[config.mk]
export PLATFORM = sky130hd
export DESIGN_NAME = data_bus_master_flat
export DESIGN_NICKNAME = d
export VERILOG_FILES = /design/src/rtl/data_bus_pkg.sv /design/src/rtl/data_bus_if.sv /design/src/rtl/data_bus_lane_align.sv /design/src/rtl/data_bus_master.sv /design/src/flat_wrapper.sv
export SDC_FILE = /design/constraint.sdc
export NUM_CORES = 1
export LEC_CHECK = 0
export CAP_MARGIN = 20
export CORE_MARGIN = 2
export CORE_UTILIZATION = 30
export CTS_CLUSTER_SIZE = 28
export DETAILED_ROUTE_END_ITERATION = 6
export PLACE_DENSITY_LB_ADDON = 0.08
export RECOVER_POWER = 50
export SETUP_SLACK_MARGIN = 0.1
export SLEW_MARGIN = 20
export SYNTH_ARGS = -nofsm -noshare
export SYNTH_HDL_FRONTEND = slang
export SYNTH_HIERARCHICAL = 1
export SYNTH_SLANG_ARGS = --single-unit
[constraint.sdc]
create_clock -name clk -period 8 [get_ports clk]
set_clock_uncertainty 0.05 [all_clocks]
set_input_delay 2.4 -clock clk [delete_from_list [all_inputs] [get_ports clk]]
set_output_delay 2.4 -clock clk [all_outputs]
set_load 0.01 [all_outputs]
[src/rtl/data_bus_pkg.sv]
// data_bus_pkg: shared types and lane-mask constants for the data bus master
package data_bus_pkg;
  typedef enum logic [1:0] {BYTE, HALF, WORD, ILLEGAL} size_t;
  typedef enum logic [1:0] {IDLE, ISSUE, WAIT, RESP} state_t;
  localparam logic [3:0] MASK_BYTE = 4'b0001;
  localparam logic [3:0] MASK_HALF = 4'b0011;
  localparam logic [3:0] MASK_WORD = 4'b1111;
endpackage

[src/rtl/data_bus_if.sv]
// data_bus_if: command, response and data-bus signals of the data bus master
interface data_bus_if;
  logic        cmd_valid;
  logic        cmd_ready;
  logic [31:0] cmd_addr;
  logic [31:0] cmd_wdata;
  logic        cmd_write;
  logic [1:0]  cmd_size;
  logic        cmd_signed;
  logic        rsp_valid;
  logic [31:0] rsp_rdata;
  logic        rsp_misaligned;
  logic        rsp_timeout;
  logic [31:0] data_addr;
  logic [31:0] data_data;
  logic [3:0]  data_mask;
  logic        data_wren;
  logic        data_req;
  logic        data_ack;
  logic [31:0] data_q;
  modport master (
    input  cmd_valid, cmd_addr, cmd_wdata, cmd_write, cmd_size, cmd_signed, data_ack, data_q,
    output cmd_ready, rsp_valid, rsp_rdata, rsp_misaligned, rsp_timeout,
           data_addr, data_data, data_mask, data_wren, data_req
  );
  modport slave (
    output cmd_valid, cmd_addr, cmd_wdata, cmd_write, cmd_size, cmd_signed, data_ack, data_q,
    input  cmd_ready, rsp_valid, rsp_rdata, rsp_misaligned, rsp_timeout,
           data_addr, data_data, data_mask, data_wren, data_req
  );
endinterface

[src/rtl/data_bus_lane_align.sv]
// data_bus_lane_align: byte-lane mask, alignment check, store replication and load extension
module data_bus_lane_align
  import data_bus_pkg::*;
(
  input  logic [1:0]  off,
  input  size_t       size,
  input  logic        sgn,
  input  logic [31:0] wdata,
  input  logic [31:0] q,
  output logic [3:0]  mask,
  output logic [31:0] wdata_rep,
  output logic        misaligned,
  output logic [31:0] rdata
);
  logic [31:0] sh;
  // store-side lane placement and load-side right-justify plus extension
  always_comb begin
    misaligned = size == ILLEGAL || (size == HALF && off[0]) || (size == WORD && off != 2'd0);
    mask = size == BYTE ? MASK_BYTE << off : size == HALF ? MASK_HALF << off : MASK_WORD;
    wdata_rep = size == BYTE ? {4{wdata[7:0]}} : size == HALF ? {2{wdata[15:0]}} : wdata;
    sh = q >> {off, 3'b000};
    rdata = size == BYTE ? {{24{sgn & sh[7]}}, sh[7:0]} :
            size == HALF ? {{16{sgn & sh[15]}}, sh[15:0]} : sh;
  end
endmodule

[src/rtl/data_bus_master.sv]
// data_bus_master: single-outstanding req/ack data bus initiator with misalignment and timeout reporting
module data_bus_master
  import data_bus_pkg::*;
#(
  parameter int unsigned TIMEOUT_CYCLES = 255
) (
  input logic clk,
  input logic reset,
  data_bus_if.master bus
);
  state_t      state;
  logic [15:0] cnt;
  logic [1:0]  lat_off;
  size_t       lat_size;
  logic        lat_sgn;
  logic        lat_write;
  logic        idle;
  logic [1:0]  cur_off;
  size_t       cur_size;
  logic        cur_sgn;
  logic [3:0]  mask;
  logic [31:0] wrep;
  logic [31:0] rdata;
  logic        mis;
  assign idle = state == IDLE;
  assign cur_off = idle ? bus.cmd_addr[1:0] : lat_off;
  assign cur_size = idle ? size_t'(bus.cmd_size) : lat_size;
  assign cur_sgn = idle ? bus.cmd_signed : lat_sgn;
  data_bus_lane_align u_align (
    .off(cur_off),
    .size(cur_size),
    .sgn(cur_sgn),
    .wdata(bus.cmd_wdata),
    .q(bus.data_q),
    .mask(mask),
    .wdata_rep(wrep),
    .misaligned(mis),
    .rdata(rdata)
  );
  // transaction FSM with timeout counter; every output is registered here
  always_ff @(posedge clk) begin
    if (reset) begin
      state <= IDLE;
      cnt <= '0;
      lat_off <= '0;
      lat_size <= BYTE;
      lat_sgn <= 1'b0;
      lat_write <= 1'b0;
      bus.cmd_ready <= 1'b1;
      bus.rsp_valid <= 1'b0;
      bus.rsp_rdata <= '0;
      bus.rsp_misaligned <= 1'b0;
      bus.rsp_timeout <= 1'b0;
      bus.data_addr <= '0;
      bus.data_data <= '0;
      bus.data_mask <= '0;
      bus.data_wren <= 1'b0;
      bus.data_req <= 1'b0;
    end else begin
      case (state)
        IDLE: if (bus.cmd_valid) begin
          lat_off <= bus.cmd_addr[1:0];
          lat_size <= size_t'(bus.cmd_size);
          lat_sgn <= bus.cmd_signed;
          lat_write <= bus.cmd_write;
          cnt <= '0;
          bus.cmd_ready <= 1'b0;
          if (mis) begin
            state <= RESP;
            bus.rsp_valid <= 1'b1;
            bus.rsp_misaligned <= 1'b1;
            bus.rsp_timeout <= 1'b0;
            bus.rsp_rdata <= '0;
          end else begin
            state <= ISSUE;
            bus.data_req <= 1'b1;
            bus.data_addr <= {bus.cmd_addr[31:2], 2'b00};
            bus.data_data <= wrep;
            bus.data_mask <= mask;
            bus.data_wren <= bus.cmd_write;
          end
        end
        ISSUE, WAIT: begin
          bus.data_req <= 1'b0;
          if (bus.data_ack) begin
            state <= RESP;
            bus.rsp_valid <= 1'b1;
            bus.rsp_rdata <= lat_write ? '0 : rdata;
            bus.rsp_misaligned <= 1'b0;
            bus.rsp_timeout <= 1'b0;
          end else if (state == WAIT && cnt == 16'(TIMEOUT_CYCLES - 1)) begin
            state <= RESP;
            bus.rsp_valid <= 1'b1;
            bus.rsp_rdata <= '0;
            bus.rsp_misaligned <= 1'b0;
            bus.rsp_timeout <= 1'b1;
          end else begin
            state <= WAIT;
            cnt <= cnt + 16'(state == WAIT);
          end
        end
        RESP: begin
          state <= IDLE;
          bus.cmd_ready <= 1'b1;
          bus.rsp_valid <= 1'b0;
          bus.rsp_misaligned <= 1'b0;
          bus.rsp_timeout <= 1'b0;
        end
        default: state <= IDLE;
      endcase
    end
  end
endmodule

[src/flat_wrapper.sv]
// flat-port wrapper written by rule: the top's interface ports become plain ports
module data_bus_master_flat import data_bus_pkg::*;
#(
  parameter int unsigned TIMEOUT_CYCLES = 255
)
  (clk, reset, bus_cmd_valid, bus_cmd_addr, bus_cmd_wdata, bus_cmd_write, bus_cmd_size, bus_cmd_signed, bus_data_ack, bus_data_q, bus_cmd_ready, bus_rsp_valid, bus_rsp_rdata, bus_rsp_misaligned, bus_rsp_timeout, bus_data_addr, bus_data_data, bus_data_mask, bus_data_wren, bus_data_req);
  data_bus_if bus_i ();
  input logic clk;
  input logic reset;
  input wire logic [$bits(bus_i.cmd_valid)-1:0] bus_cmd_valid;
  input wire logic [$bits(bus_i.cmd_addr)-1:0] bus_cmd_addr;
  input wire logic [$bits(bus_i.cmd_wdata)-1:0] bus_cmd_wdata;
  input wire logic [$bits(bus_i.cmd_write)-1:0] bus_cmd_write;
  input wire logic [$bits(bus_i.cmd_size)-1:0] bus_cmd_size;
  input wire logic [$bits(bus_i.cmd_signed)-1:0] bus_cmd_signed;
  input wire logic [$bits(bus_i.data_ack)-1:0] bus_data_ack;
  input wire logic [$bits(bus_i.data_q)-1:0] bus_data_q;
  output wire logic [$bits(bus_i.cmd_ready)-1:0] bus_cmd_ready;
  output wire logic [$bits(bus_i.rsp_valid)-1:0] bus_rsp_valid;
  output wire logic [$bits(bus_i.rsp_rdata)-1:0] bus_rsp_rdata;
  output wire logic [$bits(bus_i.rsp_misaligned)-1:0] bus_rsp_misaligned;
  output wire logic [$bits(bus_i.rsp_timeout)-1:0] bus_rsp_timeout;
  output wire logic [$bits(bus_i.data_addr)-1:0] bus_data_addr;
  output wire logic [$bits(bus_i.data_data)-1:0] bus_data_data;
  output wire logic [$bits(bus_i.data_mask)-1:0] bus_data_mask;
  output wire logic [$bits(bus_i.data_wren)-1:0] bus_data_wren;
  output wire logic [$bits(bus_i.data_req)-1:0] bus_data_req;
  assign bus_i.cmd_valid = bus_cmd_valid;
  assign bus_i.cmd_addr = bus_cmd_addr;
  assign bus_i.cmd_wdata = bus_cmd_wdata;
  assign bus_i.cmd_write = bus_cmd_write;
  assign bus_i.cmd_size = bus_cmd_size;
  assign bus_i.cmd_signed = bus_cmd_signed;
  assign bus_i.data_ack = bus_data_ack;
  assign bus_i.data_q = bus_data_q;
  assign bus_cmd_ready = bus_i.cmd_ready;
  assign bus_rsp_valid = bus_i.rsp_valid;
  assign bus_rsp_rdata = bus_i.rsp_rdata;
  assign bus_rsp_misaligned = bus_i.rsp_misaligned;
  assign bus_rsp_timeout = bus_i.rsp_timeout;
  assign bus_data_addr = bus_i.data_addr;
  assign bus_data_data = bus_i.data_data;
  assign bus_data_mask = bus_i.data_mask;
  assign bus_data_wren = bus_i.data_wren;
  assign bus_data_req = bus_i.data_req;
  data_bus_master #(.TIMEOUT_CYCLES(TIMEOUT_CYCLES)) u_core (.clk(clk), .reset(reset), .bus(bus_i));
endmodule
After elaboration in Yosys (flattened, before gate mapping)
Cells that the tools add are included.

Flip-flop bits (word level): 128. Bits of input ports: 104.

Add/sub/neg operators: 1. Equal/unequal tests: 13. Shift operators: 3. Mux-type cells: 41. Bitwise logic cells: 3. Reductions and logical operators: 18.

Operators with widths (number): $mux 32 (9); $pmux 32 s2 (1); $mux 16 (3); $pmux 16 s2 (1); $shr 32x5->32 (1); $add 16x1->16 (1); $eq 16x8->1 const B (1); $mux 1 (14); $mux 2 (5); $ne 2x2->1 const B (5); $pmux 1 s3 (3); $reduce_and 3->1 (3); $eq 2x2->1 const B (4); $mux 4 (2); $reduce_and 4->1 (2); $pmux 2 s3 (1); $reduce_bool 2->1 (3); $eq 2x1->1 const B (2); $logic_not 2->1 (2); $pmux 1 s2 (2); $reduce_and 2->1 (2); $shl 1x2->4 const A (1); $shl 2x2->4 const A (1); $logic_and 1x1->1 (3); 5 further kinds (7).

Depth between registers and ports, before layout
Word-level depth: 9. Depth in mapped cells: 15. Gate-level depth less buffers: 10.

By module
The synthesis kept the hierarchy.

Modules (own cells, without submodules): data_bus_master (times used 1, cells an instance 543, area each 4817.1 µm², seq. area each 2562.5 µm²); data_bus_lane_align (times used 1, cells an instance 174, area each 1249.9 µm², seq. area each 0.0 µm²).

Worst setup path before layout
No wires, ideal clock.

Kind: in2reg. Start: input bus_cmd_addr[0]. End: register u_core.bus.rsp_rdata[0]. Arrival time: 4.552 ns. Required time: 7.891 ns. Setup slack: 3.339 ns. Stages: 11. Path through: mux2_2 buf_6 buf_2 inv_1 ha_1 o21ai_0 nand3_1 o21ai_2 nor4b_2 buf_2 a22o_1.

Elaborated cells between the ends (all ways): 14.

RTL lines: from (decl) (line flat_wrapper.sv:11) `input wire logic [$bits(bus_i.cmd_addr)-1:0] bus_cmd_addr;`; $mux 2 (*) (line data_bus_master.sv:26) `assign cur_off = idle ? bus.cmd_addr[1:0] : lat_off;`; $reduce_bool 2->1 / $logic_and 1x1->1 (equally long branches) (line data_bus_lane_align.sv:18) `misaligned = size == ILLEGAL || (size == HALF && off[0]) || (size == WORD && off != 2'd0);`; $logic_and 1x1->1 / $logic_or 1x1->1 (equally long branches) (line data_bus_lane_align.sv:18); $logic_or 1x1->1 (*) (line data_bus_lane_align.sv:18); named net u_core.mis (line data_bus_master.sv:24) `logic mis;`; $ne 2x2->1 (no source line) (*); $reduce_and 4->1 (no source line) (*); to (signal assigned) (line data_bus_master.sv:88) `bus.rsp_rdata <= lat_write ? '0 : rdata;`; to (decl) (line data_bus_if.sv:23) `output cmd_ready, rsp_valid, rsp_rdata, rsp_misaligned, rsp_timeout,`.

Mark *: on every way through the listed nets, which the timed path passes. The rest lies on a longest branch. A chain may end at the register's enable or synchronous reset.

Worst setup path after layout
Start: input bus_cmd_addr[0]. End: register u_core/bus.data_data[28] in the netlist's numbering.

Word-level cells in the longest chain between the ends: 6. Elaborated cells between the ends (all ways): 8.

RTL lines: $mux 2 (*) (line data_bus_master.sv:26); named net u_core.cur_off[0] (line data_bus_master.sv:18) `logic [1:0] cur_off;`; $reduce_bool 2->1 / $logic_and 1x1->1 (equally long branches) (line data_bus_lane_align.sv:18); $logic_and 1x1->1 / $logic_or 1x1->1 (equally long branches) (line data_bus_lane_align.sv:18); $logic_or 1x1->1 (*) (line data_bus_lane_align.sv:18); named net u_core.mis (line data_bus_master.sv:24); $not 1->1 (no source line) (*); $reduce_and 3->1 (no source line) (*); to (signal assigned) (line data_bus_master.sv:78) `bus.data_data <= wrep;`; to (decl) (line data_bus_if.sv:24) `data_addr, data_data, data_mask, data_wren, data_req`.

Marks and branches as above.

==> metrics.md <==
| Metric | Value |
|---|---|
| FF-to-FF End | `u_core/bus.data_data[28]` |
| Fillers | `2042` |
| Hold crit path type | `register to register` |
| CTS Sinks | `128` |
| Final setup fails | `0` |
| Via count | `5664` |
| Hold buffer count at cts | `0` |
| Synthesis-to-finish area growth | `44.6%` |
| CTS tree | `built` |
| CTS H-tree lvls | `4` |
| Layout cells sized above 1 | `0.106` |
| Critical path endpoint category | `register` |
| Die width | `146 µm` |
| First-pass GRT wire length | `29800 µm` |
| Overflow after GRT | `0` |
| Ys Warns | `6` |
| Synth unique cells | `55` |
| EDFF count, synth | `0` |
| Seq/Total Area, Yosys | `0.422` |
| MaxCap Viol Count | `0` |
| Crit path kind | `input pin to register` |
| Nets | `1002` |
| RSZ-0062 raised after global routing | `no` |
| Mean Syn Cell Area | `8.46 µm²` |
| Post-Route WL | `18700 µm` |
| Slowest stage delay, CP | `0.86 ns` |
| Initial antenna violation count | `1` |
| Total core area | `20000 µm²` |
| Period utilization | `0.728` |
| GPL Wtd Cong | `0.827` |
| Skew-Pair Late Insertion Delay | `0.41 ns` |
| Status | `finished, final reports clean` |
| Crit path max fanout | `46` |
| Largest cells by area after synthesis | `dfxtp_1 (42%), nand2_1 (12%), a21oi_1 (8.2%)` |
| Via/cell ratio | `4.83` |
| Final Hold Viols | `0` |
| DR pass1 iterations | `4` |
| Slew HR | `0.364` |
| Number of buffers created by CTS | `17` |
| Root buffer cell | `clkbuf_16` |
| R2r startpoint | `u_core/state[1]` |
| I/O pin count | `210` |
| Met3 usage in global routing | `0.0794` |
| Vias in the first global route | `5623` |
| Required @ worst endpoint | `8.28 ns` |
| Post-Syn Instances | `717` |
| Global route hottest layer | `met2` |
| PostCTS Resize Cnt | `0` |
| Post-synthesis async set-or-reset flop share | `0` |
| Register bit total from synthesis | `128` |
| Met2 global-route usage | `0.272` |
| Fin crit period | `5.82 ns` |
| Worst-path cell chain | `clkdlybuf4s50_1, mux2_2, inv_1, ha_1, o21ai_0, or2_2, buf_4, nand2_1, a21oi_1` |
| Most common flop cell mapped by yosys | `dfxtp_1` |
| Leak | `3.48 nW` |
| Total Routing Usage GR | `0.174` |
| Clock-pin slew on the worst setup and hold paths | `0.06 ns` |
| TNS Setup | `0 ns` |
| Setup crit start kind | `input pin` |
| Slew @ Worst Pin | `0.944 ns` |
| Cells on worst reg2reg path | `10` |
| Yosys top cell area share | `0.422` |
| Largest net degree at the start of global routing | `88` |
| Remaining DRCs | `0` |
| Synth area leader | `dfxtp_1` |
| Worst path bufs/invs | `3` |
| Iter 0 DRT Violations | `303` |
| Postcts setup bufs | `0` |
| Worst Hold Launch | `u_core/bus.data_addr[17]` |
| PD cells | `304 nW/µm²` |
| Fmax achieved | `172 MHz` |
| Routed WL per cell | `15.9 µm` |
| Post-synthesis cell area | `6070 µm²` |
| Critical path's slowest cell | `or2_2` |
| Row count | `52` |
| Peak supply drop | `0.000162 V` |
| Met1 usage | `0.216` |
| Power Total | `0.00267 W` |
| Starting Density | `0.303` |
| Port bufs | `207` |
| Chip Height | `146 µm` |
| Worst R2R Setup Slack | `3.83 ns` |
| Critical path arrival | `6.10 ns` |
| Slew Viols, Final | `0` |
| Die ar. | `21400 µm²` |
| WHS Endpoint | `u_core/bus.data_addr[17]` |
| CTS max path bufs | `2` |
| ANT nets after route | `0` |
| CP top delay family | `buffers and inverters` |
| Min-Delay Path Depth | `2` |
| Hpwl dp | `13200 µm` |
-- state kept, by name, summed over array words and instances, names as in the netlist --
register and cells:
u_core/state 2, u_core/bus.rsp_valid 1, u_core/bus.data_req 1, u_core/bus.rsp_rdata 32, u_core/lat_size 2, u_core/bus.cmd_ready 1
u_core/lat_write 1, u_core/bus.data_data 32, u_core/bus.data_addr 30, u_core/lat_sgn 1, u_core/bus.rsp_timeout 1, u_core/bus.rsp_misaligned 1
u_core/bus.data_mask 4, u_core/lat_off 2, u_core/cnt 16, u_core/bus.data_wren 1
-- synthesized netlist by cell type (all sizes together) (2+ instances only) --
cell	number
xnor2	4
clkbuf	21
a31oi	3
buf	38
nor3	6
mux2	38
nand4	5
a21oi	101
nand2b	2
or2	3
and2	3
a311oi	3
a221oi	7
xor2	3
ha	9
nor2	24
dfxtp	128
and3	4
o21ai	23
nand3	16
and4	2
nor4b	2
or4	3
nand2	191
a211oi	4
inv	8
o211ai	4
mux2i	18
a22o	32
-- worst reg2reg max path, stage by stage, from the launching register on --
cell,delay [ns]
dfxtp_1,0.38
inv_1,0.06
ha_1,0.29
mux2_2,0.79
inv_1,0.17
ha_1,0.26
o21ai_0,0.59
or2_2,0.86
buf_4,0.41
nand2_1,0.10
a21oi_1,0.15
-- cells by family after synthesis --
logic type	share of synthesized area
xor+xnor	0.0101
other cells	0.000618
flops	0.422
mux	0.104
simple gates	0.192
fa+ha+maj	0.0186
buf+inv	0.0631
compound gates	0.189
-- layout by cell type, fill, tap and decap left out, types with 18 or more instances in the layout --
cell type	instances
a21oi_1	100
dlygate4sd3_1	105
mux2_2	37
a22o_1	32
nor2_1	20
nand2_1	191
clkdlybuf4s50_1	101
mux2i_1	18
o21ai_0	21
dfxtp_1	128
-- area by class of cell --
cell class,count,area (µm²),area share
antenna,1,2.50,0.000285
timing repair buffer,211,2100,0.239
clock buffer,19,443,0.0505
tap,270,338,0.0385
sequential,128,2560,0.292
clock inverter,13,163,0.0185
multi-input combinational,522,3130,0.357
inverter,9,33.8,0.00385
-- worst max-delay path by stage --
| stage | from | end | slack, ns | depth (start not counted) |
|---|---|---|---|---|
| finish | bus_cmd_addr[0] | u_core/bus.data_data[28] | 2.18 | 9 |
| global route | bus_cmd_addr[0] | u_core/bus.data_data[29] | 1.76 | 9 |
| detailed placement | bus_cmd_addr[1] | u_core/bus.data_data[28] | 1.73 | 9 |
| global placement | bus_cmd_addr[1] | u_core/bus.data_data[4] | 1.87 | 9 |
| CTS | bus_cmd_addr[1] | u_core/bus.data_data[28] | 2.14 | 9 |
| floorplan | bus_cmd_addr[0] | u_core/bus.rsp_rdata[0] | 3.34 | 11 |
-- routing by layer --
| layer | part of all wire | vias up |
|---|---|---|
| met4 | 0.015 | 0 |
| li1 | - | 2825 |
| met2 | 0.44 | 178 |
| met3 | 0.091 | 19 |
| met1 | 0.45 | 2642 |
| met5 | 0 | - |
-- power by group --
part | switching (W) | internal (W)
logic | 0.000632 | 0.000443
clock network | 0.000298 | 0.000498
registers | 0.0000549 | 0.000743
total | 0.000986 | 0.00168
-- per-stage QoR --
step | util | instance area [µm²] | hold WS, ns | std cells | worst slack, ns
3_5_place_dp | 0.408 | 8170 | 0.397 | 1140 | 1.73
3_3_place_gp | 0.408 | 8170 | 0.391 | 1140 | 1.87
6_report | 0.438 | 8770 | 0.398 | 1173 | 2.18
5_1_grt | 0.438 | 8770 | 0.419 | 1172 | 1.76
2_1_floorplan | - | 6070 | 0.384 | 718 | 3.34
4_1_cts | 0.438 | 8780 | 0.404 | 1172 | 2.14
(Power assumes the default switching activity.)
